==> config.mk <==
export PLATFORM = sky130hd
export DESIGN_NAME = mips_fetch_unit_flat
export DESIGN_NICKNAME = d
export VERILOG_FILES = /design/src/rtl/mips_fetch_pkg.sv /design/src/rtl/mips_fetch_unit_if.sv /design/src/rtl/mips_fetch_queue.sv /design/src/rtl/mips_fetch_unit.sv /design/src/flat_wrapper.sv
export SDC_FILE = /design/constraint.sdc
export NUM_CORES = 1
export LEC_CHECK = 0
export CAP_MARGIN = 20
export CORE_UTILIZATION = 49
export CTS_CLUSTER_DIAMETER = 80
export DETAILED_ROUTE_END_ITERATION = 10
export PLACE_DENSITY_LB_ADDON = 0.1
export SLEW_MARGIN = 5
export SYNTH_ARGS = -nofsm -noshare
export SYNTH_HDL_FRONTEND = slang
export SYNTH_SLANG_ARGS = --single-unit
==> constraint.sdc <==
create_clock -name clk -period 8 [get_ports clk]
set_input_delay 2.4 -clock clk [delete_from_list [all_inputs] [get_ports clk]]
set_output_delay 2.4 -clock clk [all_outputs]
set_load 0.005 [all_outputs]
==> src/rtl/mips_fetch_pkg.sv <==
// mips_fetch_pkg: shared widths, constants and the fetch-queue entry type
// used by the instruction-fetch stage.
//   ADDR_W / INSTR_W   : byte-address and instruction-word widths
//   DEFAULT_PC_STEP    : byte increment per sequential fetch
//   NOP_INSTR          : canonical MIPS no-op encoding
//   fetch_entry_t      : {pc, instr} pair held in the fetch queue
package mips_fetch_pkg;

    localparam int unsigned ADDR_W  = 32;
    localparam int unsigned INSTR_W = 32;

    localparam logic [ADDR_W-1:0]  DEFAULT_PC_STEP = 32'd4;
    localparam logic [INSTR_W-1:0] NOP_INSTR       = 32'h0000_0000;

    typedef struct packed {
        logic [ADDR_W-1:0]  pc;
        logic [INSTR_W-1:0] instr;
    } fetch_entry_t;

endpackage

==> src/rtl/mips_fetch_unit_if.sv <==
// mips_fetch_unit_if: bundles the fetch stage's memory, redirect and decode
// handshake signals.
//   master : fetch-unit side (drives imem_addr, out_*, perf_stall_cycles)
//   slave  : environment side (drives imem_instr, redirect_*, out_ready)
interface mips_fetch_unit_if;
    import mips_fetch_pkg::*;

    logic [ADDR_W-1:0]  imem_addr;
    logic [INSTR_W-1:0] imem_instr;
    logic               redirect_valid;
    logic [ADDR_W-1:0]  redirect_pc;
    logic               out_valid;
    logic               out_ready;
    logic [INSTR_W-1:0] out_instr;
    logic [ADDR_W-1:0]  out_pc;
    logic [ADDR_W-1:0]  out_pc_plus4;
    logic [31:0]        perf_stall_cycles;

    modport master (
        output imem_addr, out_valid, out_instr, out_pc, out_pc_plus4, perf_stall_cycles,
        input  imem_instr, redirect_valid, redirect_pc, out_ready
    );

    modport slave (
        input  imem_addr, out_valid, out_instr, out_pc, out_pc_plus4, perf_stall_cycles,
        output imem_instr, redirect_valid, redirect_pc, out_ready
    );

endinterface

==> src/rtl/mips_fetch_queue.sv <==
// mips_fetch_queue: circular-buffer FIFO of fetch_entry_t.
//   clk, reset : clock, synchronous active-high reset (clears storage too,
//                so the head reads all-zero out of reset)
//   push/wdata : enqueue; accepted when not full or when popping this cycle
//   pop        : dequeue head; ignored when empty
//   flush      : discard all entries (dominates push/pop)
//   full/empty : occupancy flags
//   head       : entry at the read pointer (registered storage, no bypass)
module mips_fetch_queue
    import mips_fetch_pkg::*;
#(
    parameter int unsigned DEPTH = 2
) (
    input  logic         clk,
    input  logic         reset,
    input  logic         push,
    input  logic         pop,
    input  logic         flush,
    input  fetch_entry_t wdata,
    output logic         full,
    output logic         empty,
    output fetch_entry_t head
);

    localparam int unsigned PW = $clog2(DEPTH);
    localparam logic [PW:0] DEPTH_C = (PW + 1)'(DEPTH);

    fetch_entry_t  mem [DEPTH];
    logic [PW-1:0] rd_ptr;
    logic [PW-1:0] wr_ptr;
    logic [PW:0]   count;
    logic          do_push;
    logic          do_pop;

    assign full    = (count == DEPTH_C);
    assign empty   = (count == '0);
    assign do_pop  = pop & ~empty;
    assign do_push = push & (~full | do_pop);
    assign head    = mem[rd_ptr];

    always_ff @(posedge clk) begin
        if (reset) begin
            rd_ptr <= '0;
            wr_ptr <= '0;
            count  <= '0;
        end else if (flush) begin
            rd_ptr <= '0;
            wr_ptr <= '0;
            count  <= '0;
        end else begin
            // DEPTH is a power of two, so pointers wrap naturally.
            if (do_push) wr_ptr <= wr_ptr + 1'b1;
            if (do_pop)  rd_ptr <= rd_ptr + 1'b1;
            case ({do_push, do_pop})
                2'b10:   count <= count + 1'b1;
                2'b01:   count <= count - 1'b1;
                default: count <= count;
            endcase
        end
    end

    always_ff @(posedge clk) begin
        if (reset) begin
            for (int unsigned i = 0; i < DEPTH; i++) mem[i] <= '0;
        end else if (!flush && do_push) begin
            mem[wr_ptr] <= wdata;
        end
    end

endmodule

==> src/rtl/mips_fetch_unit.sv <==
// mips_fetch_unit: instruction-fetch stage. Owns the PC, drives the
// instruction-memory address, queues {pc, instr} pairs and hands them to
// decode via valid/ready. Redirects flush the queue and reload the PC.
//   clk, reset : clock, synchronous active-high reset
//   bus        : mips_fetch_unit_if.master (imem_addr/imem_instr,
//                redirect_valid/redirect_pc, out_valid/out_ready,
//                out_instr/out_pc/out_pc_plus4, perf_stall_cycles)
// Optional feature macro: MIPS_FETCH_PERF_EN enables the decode-stall
// counter; otherwise perf_stall_cycles is tied to zero.
module mips_fetch_unit
    import mips_fetch_pkg::*;
#(
    parameter logic [ADDR_W-1:0] RESET_PC    = 32'h0000_0000,
    parameter int unsigned       QUEUE_DEPTH = 2,
    parameter logic [ADDR_W-1:0] PC_STEP     = DEFAULT_PC_STEP
) (
    input  logic                clk,
    input  logic                reset,
    mips_fetch_unit_if.master   bus
);

    logic [ADDR_W-1:0] pc_q;
    logic              q_full;
    logic              q_empty;
    logic              pop;
    logic              push;
    fetch_entry_t      q_head;
    fetch_entry_t      q_wdata;

    assign pop     = ~q_empty & bus.out_ready;
    assign push    = ~bus.redirect_valid & (~q_full | pop);
    assign q_wdata = '{pc: pc_q, instr: bus.imem_instr};

    always_ff @(posedge clk) begin
        if (reset) begin
            pc_q <= RESET_PC;
        end else if (bus.redirect_valid) begin
            pc_q <= {bus.redirect_pc[ADDR_W-1:2], 2'b00};
        end else if (push) begin
            pc_q <= pc_q + PC_STEP;
        end
    end

    mips_fetch_queue #(
        .DEPTH (QUEUE_DEPTH)
    ) u_queue (
        .clk   (clk),
        .reset (reset),
        .push  (push),
        .pop   (pop),
        .flush (bus.redirect_valid),
        .wdata (q_wdata),
        .full  (q_full),
        .empty (q_empty),
        .head  (q_head)
    );

    assign bus.imem_addr    = pc_q;
    assign bus.out_valid    = ~q_empty;
    assign bus.out_instr    = q_head.instr;
    assign bus.out_pc       = q_head.pc;
    assign bus.out_pc_plus4 = q_head.pc + 32'd4;

`ifdef MIPS_FETCH_PERF_EN
    logic [31:0] stall_q;

    always_ff @(posedge clk) begin
        if (reset) begin
            stall_q <= '0;
        end else if (~q_empty && !bus.out_ready && !bus.redirect_valid && (stall_q != '1)) begin
            stall_q <= stall_q + 1'b1;
        end
    end

    assign bus.perf_stall_cycles = stall_q;
`else
    assign bus.perf_stall_cycles = '0;
`endif

endmodule

==> src/flat_wrapper.sv <==
// flat-port wrapper written by rule: the top's interface ports become plain ports
module mips_fetch_unit_flat import mips_fetch_pkg::*;
#(
    parameter logic [ADDR_W-1:0] RESET_PC    = 32'h0000_0000,
    parameter int unsigned       QUEUE_DEPTH = 2,
    parameter logic [ADDR_W-1:0] PC_STEP     = DEFAULT_PC_STEP
)
  (clk, reset, bus_imem_addr, bus_out_valid, bus_out_instr, bus_out_pc, bus_out_pc_plus4, bus_perf_stall_cycles, bus_imem_instr, bus_redirect_valid, bus_redirect_pc, bus_out_ready);
  mips_fetch_unit_if bus_i ();
  input  logic clk;
  input  logic reset;
  output wire logic [$bits(bus_i.imem_addr)-1:0] bus_imem_addr;
  output wire logic [$bits(bus_i.out_valid)-1:0] bus_out_valid;
  output wire logic [$bits(bus_i.out_instr)-1:0] bus_out_instr;
  output wire logic [$bits(bus_i.out_pc)-1:0] bus_out_pc;
  output wire logic [$bits(bus_i.out_pc_plus4)-1:0] bus_out_pc_plus4;
  output wire logic [$bits(bus_i.perf_stall_cycles)-1:0] bus_perf_stall_cycles;
  input wire logic [$bits(bus_i.imem_instr)-1:0] bus_imem_instr;
  input wire logic [$bits(bus_i.redirect_valid)-1:0] bus_redirect_valid;
  input wire logic [$bits(bus_i.redirect_pc)-1:0] bus_redirect_pc;
  input wire logic [$bits(bus_i.out_ready)-1:0] bus_out_ready;
  assign bus_imem_addr = bus_i.imem_addr;
  assign bus_out_valid = bus_i.out_valid;
  assign bus_out_instr = bus_i.out_instr;
  assign bus_out_pc = bus_i.out_pc;
  assign bus_out_pc_plus4 = bus_i.out_pc_plus4;
  assign bus_perf_stall_cycles = bus_i.perf_stall_cycles;
  assign bus_i.imem_instr = bus_imem_instr;
  assign bus_i.redirect_valid = bus_redirect_valid;
  assign bus_i.redirect_pc = bus_redirect_pc;
  assign bus_i.out_ready = bus_out_ready;
  mips_fetch_unit #(.RESET_PC(RESET_PC), .QUEUE_DEPTH(QUEUE_DEPTH), .PC_STEP(PC_STEP)) u_core (.clk(clk), .reset(reset), .bus(bus_i));
endmodule
== Yosys cells after proc, flatten, opt, wreduce, memory -nomap -nowiden ==
Memories as Yosys holds them, arrays and structs flattened. A register that Yosys moved wholly into a read port is not among the register bits.
Cells that the tools add are included.
Operators by class
  muxes and demuxes: 13
  equality and inequality tests: 3
  add/subtract/negate cells: 6
  reduce and logical (&&, ||, !) cells: 7
  bitwise logic cells: 9
Operators with widths (count)
  32-bit by 3-bit adder with 32-bit output, second input constant: 2
  32-bit 2-to-1 mux: 2
  64-bit 2-to-1 mux: 1
  64-bit OR reduction: 1
  1-bit 2-to-1 mux: 9
  1-bit AND: 4
  2-bit == test, second input constant: 2
  2-bit case mux with 2 select lines: 1
  2-bit nonzero test: 2
  1-bit NOT: 3
  1-bit adder, second input constant: 2
  2-bit by 1-bit adder with 2-bit output, second input constant: 1
  2-bit by 1-bit == test with 1-bit output, second input constant: 1
  2-bit logical NOT: 1
  1-bit bitwise OR: 2
  2-bit OR reduction: 1
  2-bit by 1-bit subtractor with 2-bit output, second input constant: 1
  1-bit logical AND: 1
  1-bit logical NOT: 1
Word-level totals
  bits in writable memories: 128
  word-level logic and storage cells: 44
  flip-flop bits (word level): 36
  memories kept: 1
  input bits: 68
Memories
  u_core.u_queue.mem: words 2, width 64, rd ports 1, clocked after Yosys merged registers in 1, write ports 2, RTL line mips_fetch_queue.sv:28  | fetch_entry_t mem [DEPTH];

== Depth between registers and ports, before layout ==
  depth in word-level cells: 12
  depth in mapped cells: 11
  mapped depth without buffers: 7

== By module ==
From an unflattened synthesis, not the netlist that was laid out.
Unflattened totals
  cell total of the unflattened synthesis: 747
  area, all modules: 8702.1 um^2
Modules (own cells, without submodules)
  mips_fetch_queue: sequential area each 3943.8 um^2, cells each 374, area each 5908.2 um^2, times used 1
  mips_fetch_unit: sequential area each 600.6 um^2, cells each 373, area each 2793.9 um^2, times used 1

== Least setup slack after synthesis ==
Ideal clock, no wire load.
  path kind: input -> register
  from: input bus_redirect_valid
  to: memory u_core.u_queue.mem[0][0] (netlist bit), enable pin
  arrival: 5.847 ns
  setup slack: 1.658 ns
  buffers on the path: 2
  cell stages on the path: 4
  data required time: 7.505 ns
  cells stage by stage: clkbuf_1 -> or2_0 -> buf_2 -> o21bai_1
RTL lines
  from (decl): RTL line flat_wrapper.sv:19  | input wire logic [$bits(bus_i.redirect_valid)-1:0] bus_redirect_valid;
  to (decl): RTL line mips_fetch_queue.sv:28

==> impl_metrics.csv <==
group,metric,value,unit
worst_setup_path,cp-end-kind,"primary output",
pwr,powerDensity,189.8,nW/um^2
cts,cts_tree,"yes",
worst_setup_path,cpMaxStageDelayCell,"dfxtp_4",
placement,post-dp-hpwl,12.34,mm
cts,cts_num_sinks,159,
synthesis,synth_cell_types,57,
routing,dr.first_iter.drc_count,314,
routing,dr.pass1.iters,4,
worst_setup_path,crit_chain,"mux2i_1 > inv_1 > ha_1 > nand2_2 > nor4b_4 > nand4_1 > xnor2_1 > clkdlybuf4s50_1",
worst_setup_path,setup.worst_path.class,"reg2out",
routing,num_vias,5708,
cts,cts_resized,0,
pwr,ir_worst_vdd,158.2,uV
floorplanning,pin_count,229,
synthesis,synth_cells,706,
synthesis,synth_seq_cells,159,
synthesis,syn_area,8289,sq um
worst_hold_path,holdCritPathClass,"reg2reg",
timing,setup_viol,0,
finish,final_cell_mix,"clkdlybuf4s50_1 (188), and2_1 (125), edfxtp_1 (124), mux2_2 (49), nand2_1 (42)",
finish,nets,957,
routing,viasPerCell,5.101,
worst_setup_path,critPathTopFamily,"flip-flops",
cts,clk_pin_slew,0.06,ns
pwr,power_frac_comb,13.0,%
worst_setup_path,critPathBufInv,2,
finish,n_antenna_cell,0,
synthesis,avgSynthCellArea,11.74,sq um
status,status,"complete, no violations",
cts,cts.htree.levels,4,
placement,place_congestion,0.8328,
timing,hold-worst-slack,0.5060,ns
synthesis,yosys.area.top_type,"edfxtp_1",
cts,cts_hold_buf,0,
grt,grt_pass1_wl,29.06,mm
timing,rsz0062_at_grt,"false",
finish,utilization,65.50,%
finish,final_area,10820,sq um
cts,clk_path_buf_depth,2,
grt,first_global_vias,5634,
cts,postCtsSetupRepairBufs,0,
floorplanning,start_util,50.16,%
floorplanning,dieWidth,132.1,um
timing,finalMaxSlewViolations,0,
cts,clk_latency,0.42,ns
timing,fin_tns_setup,0,ns
pwr,seqPwrFrac,47.8,%
worst_setup_path,cp.required,5.60,ns
timing,hold_viol,0,
timing,fmax,164.0,MHz
worst_setup_path,slowest_delay,1.02,ns
cts,cts_root_buffer,"clkbuf_16",
timing,post-route-period-util,76.23,%
flow_run,maxCapViolCount,0,
worst_setup_path,crit_fanout,86,
grt,grt_overflow,0,
finish,area_growth_syn_to_layout,30.58,%
worst_setup_path,cp_data_arrival_time,3.70,ns
routing,routed_wl,18.42,mm
routing,ant_nets,0,
synthesis,yosys_warnings,0,
synthesis,ys_seq_area_share,53.37,%
placement,placed_area,10210,sq um
worst_setup_path,cp-start-kind,"flop",
floorplanning,die_height,132.1,um
timing,max_slew_margin,26.83,%
synthesis,synthTopCellsByArea,"edfxtp_1 (45%), and2_1 (9.4%), dfxtp_1 (8.5%), mux2_2 (6.7%), xor2_1 (3.6%)",
pwr,p_switching,459.9,uW
grt,antenna_found_initial,1,
synthesis,synth_top_area_share,44.92,%
pwr,p_sw_share,22.38,%
pwr,p_int,1.595,mW
finish,layout_commonest_cell,"clkdlybuf4s50_1",
pwr,leakagePower,4.128,nW
timing,tightest_slew,1.098,ns
synthesis,synth_edf_count,124,
routing,drc,0,
floorplanning,core-area,16520,sq um
pwr,clkPwrFrac,39.2,%
cts,cts_made_buffers,17,
grt,grt_max_degree,87,
synthesis,synthFlopType,"edfxtp_1",
finish,drive_above_1_share,13.13,%
timing,finClkSkew,0.005775,ns
floorplanning,die_area,17440,sq um
timing,period_needed,6.099,ns
routing,wl_per_cell,16.46,um
grt,grt_usage,21.62,%
synthesis,synth-async-reset-ratio,0,%
floorplanning,rows,47,
placement,port_buffers,188,
==> kinds of logic (layout without fill, tap and decap cells) <==
logic type / Yosys count / after routing / synth area share [%]
and+or+nand+nor: 294 / 294 / 21.46
AOI/OAI and AO/OA: 46 / 46 / 4.212
adders and majority gates: 3 / 3 / 0.4529
muxes: 63 / 63 / 8.407
DFF: 159 / 159 / 53.37
buffers and inverters: 80 / 236 / 5.706
other: 1 / 38 / 0.04524
xor gates and xnor gates: 60 / 60 / 6.340
==> Yosys cell counts (all sizes together) (2+ instances only) <==
library cell and count:
and4 3, clkbuf 21, xnor2 26, edfxtp 124, buf 50, nand3 23, nor3b 3, nor4 5
nand4 19, nor2b 2, o22ai 3, a21o 2, dfxtp 35, nor3 9, inv 8, nor2 36
and2 125, or2 4, mux2 50, ha 3, mux2i 13, a211oi 16, nor4b 4, a21oi 9
xor2 34, a32o 2, nand2 45, nand2b 4, and3 8, nand4b 2, o21ai 10
==> worst paths after layout <==
| path | start | endpoint | slack [ns] | cells past startpoint |
|---|---|---|---|---|
| min | u_core.u_queue.count[1] | u_core.u_queue.count[1] | 0.51 | 2 |
| min reg2reg | u_core.u_queue.count[1] | u_core.u_queue.count[1] | 0.51 | 2 |
| max | flop | bus_out_pc_plus4[26] | 1.90 | 8 |
| max reg2reg | u_core.u_queue.count[0] | u_core.u_queue.mem[0][20] | 5.40 | 6 |
==> power by group through the flow <==
stage | logic (mW) | clock network, mW | registers [mW]
floorplan | 0.129 | 0 | 0.986
global placement | 0.265 | 0 | 0.995
detailed placement | 0.268 | 0 | 0.999
CTS | 0.270 | 0.818 | 0.982
global route | 0.288 | 0.848 | 0.989
finish | 0.268 | 0.805 | 0.982
==> registers in the layout, summed over array words and instances, names as in the netlist, named ones only <==
name	flops
u_core.u_queue.mem	124
u_core.bus.imem_addr	30
u_core.u_queue.wr_ptr	1
u_core.u_queue.count	2
u_core.u_queue.rd_ptr	1
==> routing by layer <==
metal / vias to the layer above / routed length (um) / track usage [%]
li1: 2778 / - / -
met1: 2732 / 8150 / 27.73
met2: 175 / 9001 / 36.57
met3: 23 / 935 / 3.960
met4: 0 / 336 / 7.881
met5: - / 0 / 0
==> area by class of cell <==
class,count,area [sq um]
repair buffers,195,1941
clock inverters,7,68.82
well taps,220,275.3
clock buffers,25,529.3
inverters,9,33.78
multi-input cells,504,3548
flip-flops and latches,159,4428
fillers,1299,5700
==> metrics by stage <==
stage / cells / power (mW) / setup slack [ns]
after floorplan: 743 / 1.115 / 1.658
after global placement: 1086 / 1.260 / 2.376
after detailed placement: 1086 / 1.267 / 2.337
after CTS: 1118 / 2.070 / 1.868
after global routing: 1119 / 2.125 / 1.608
final: 1119 / 2.055 / 1.901
==> worst register-to-register path: cells and delay by family, from the launching register on <==
| kind | cells | cell delay [ns] |
|---|---|---|
| buffers and inverters | 2 | 0.69 |
| flip-flops | 1 | 0.44 |
| AND/OR/NAND/NOR | 4 | 1.33 |
Note: power is estimated with default switching activity, not from simulation.
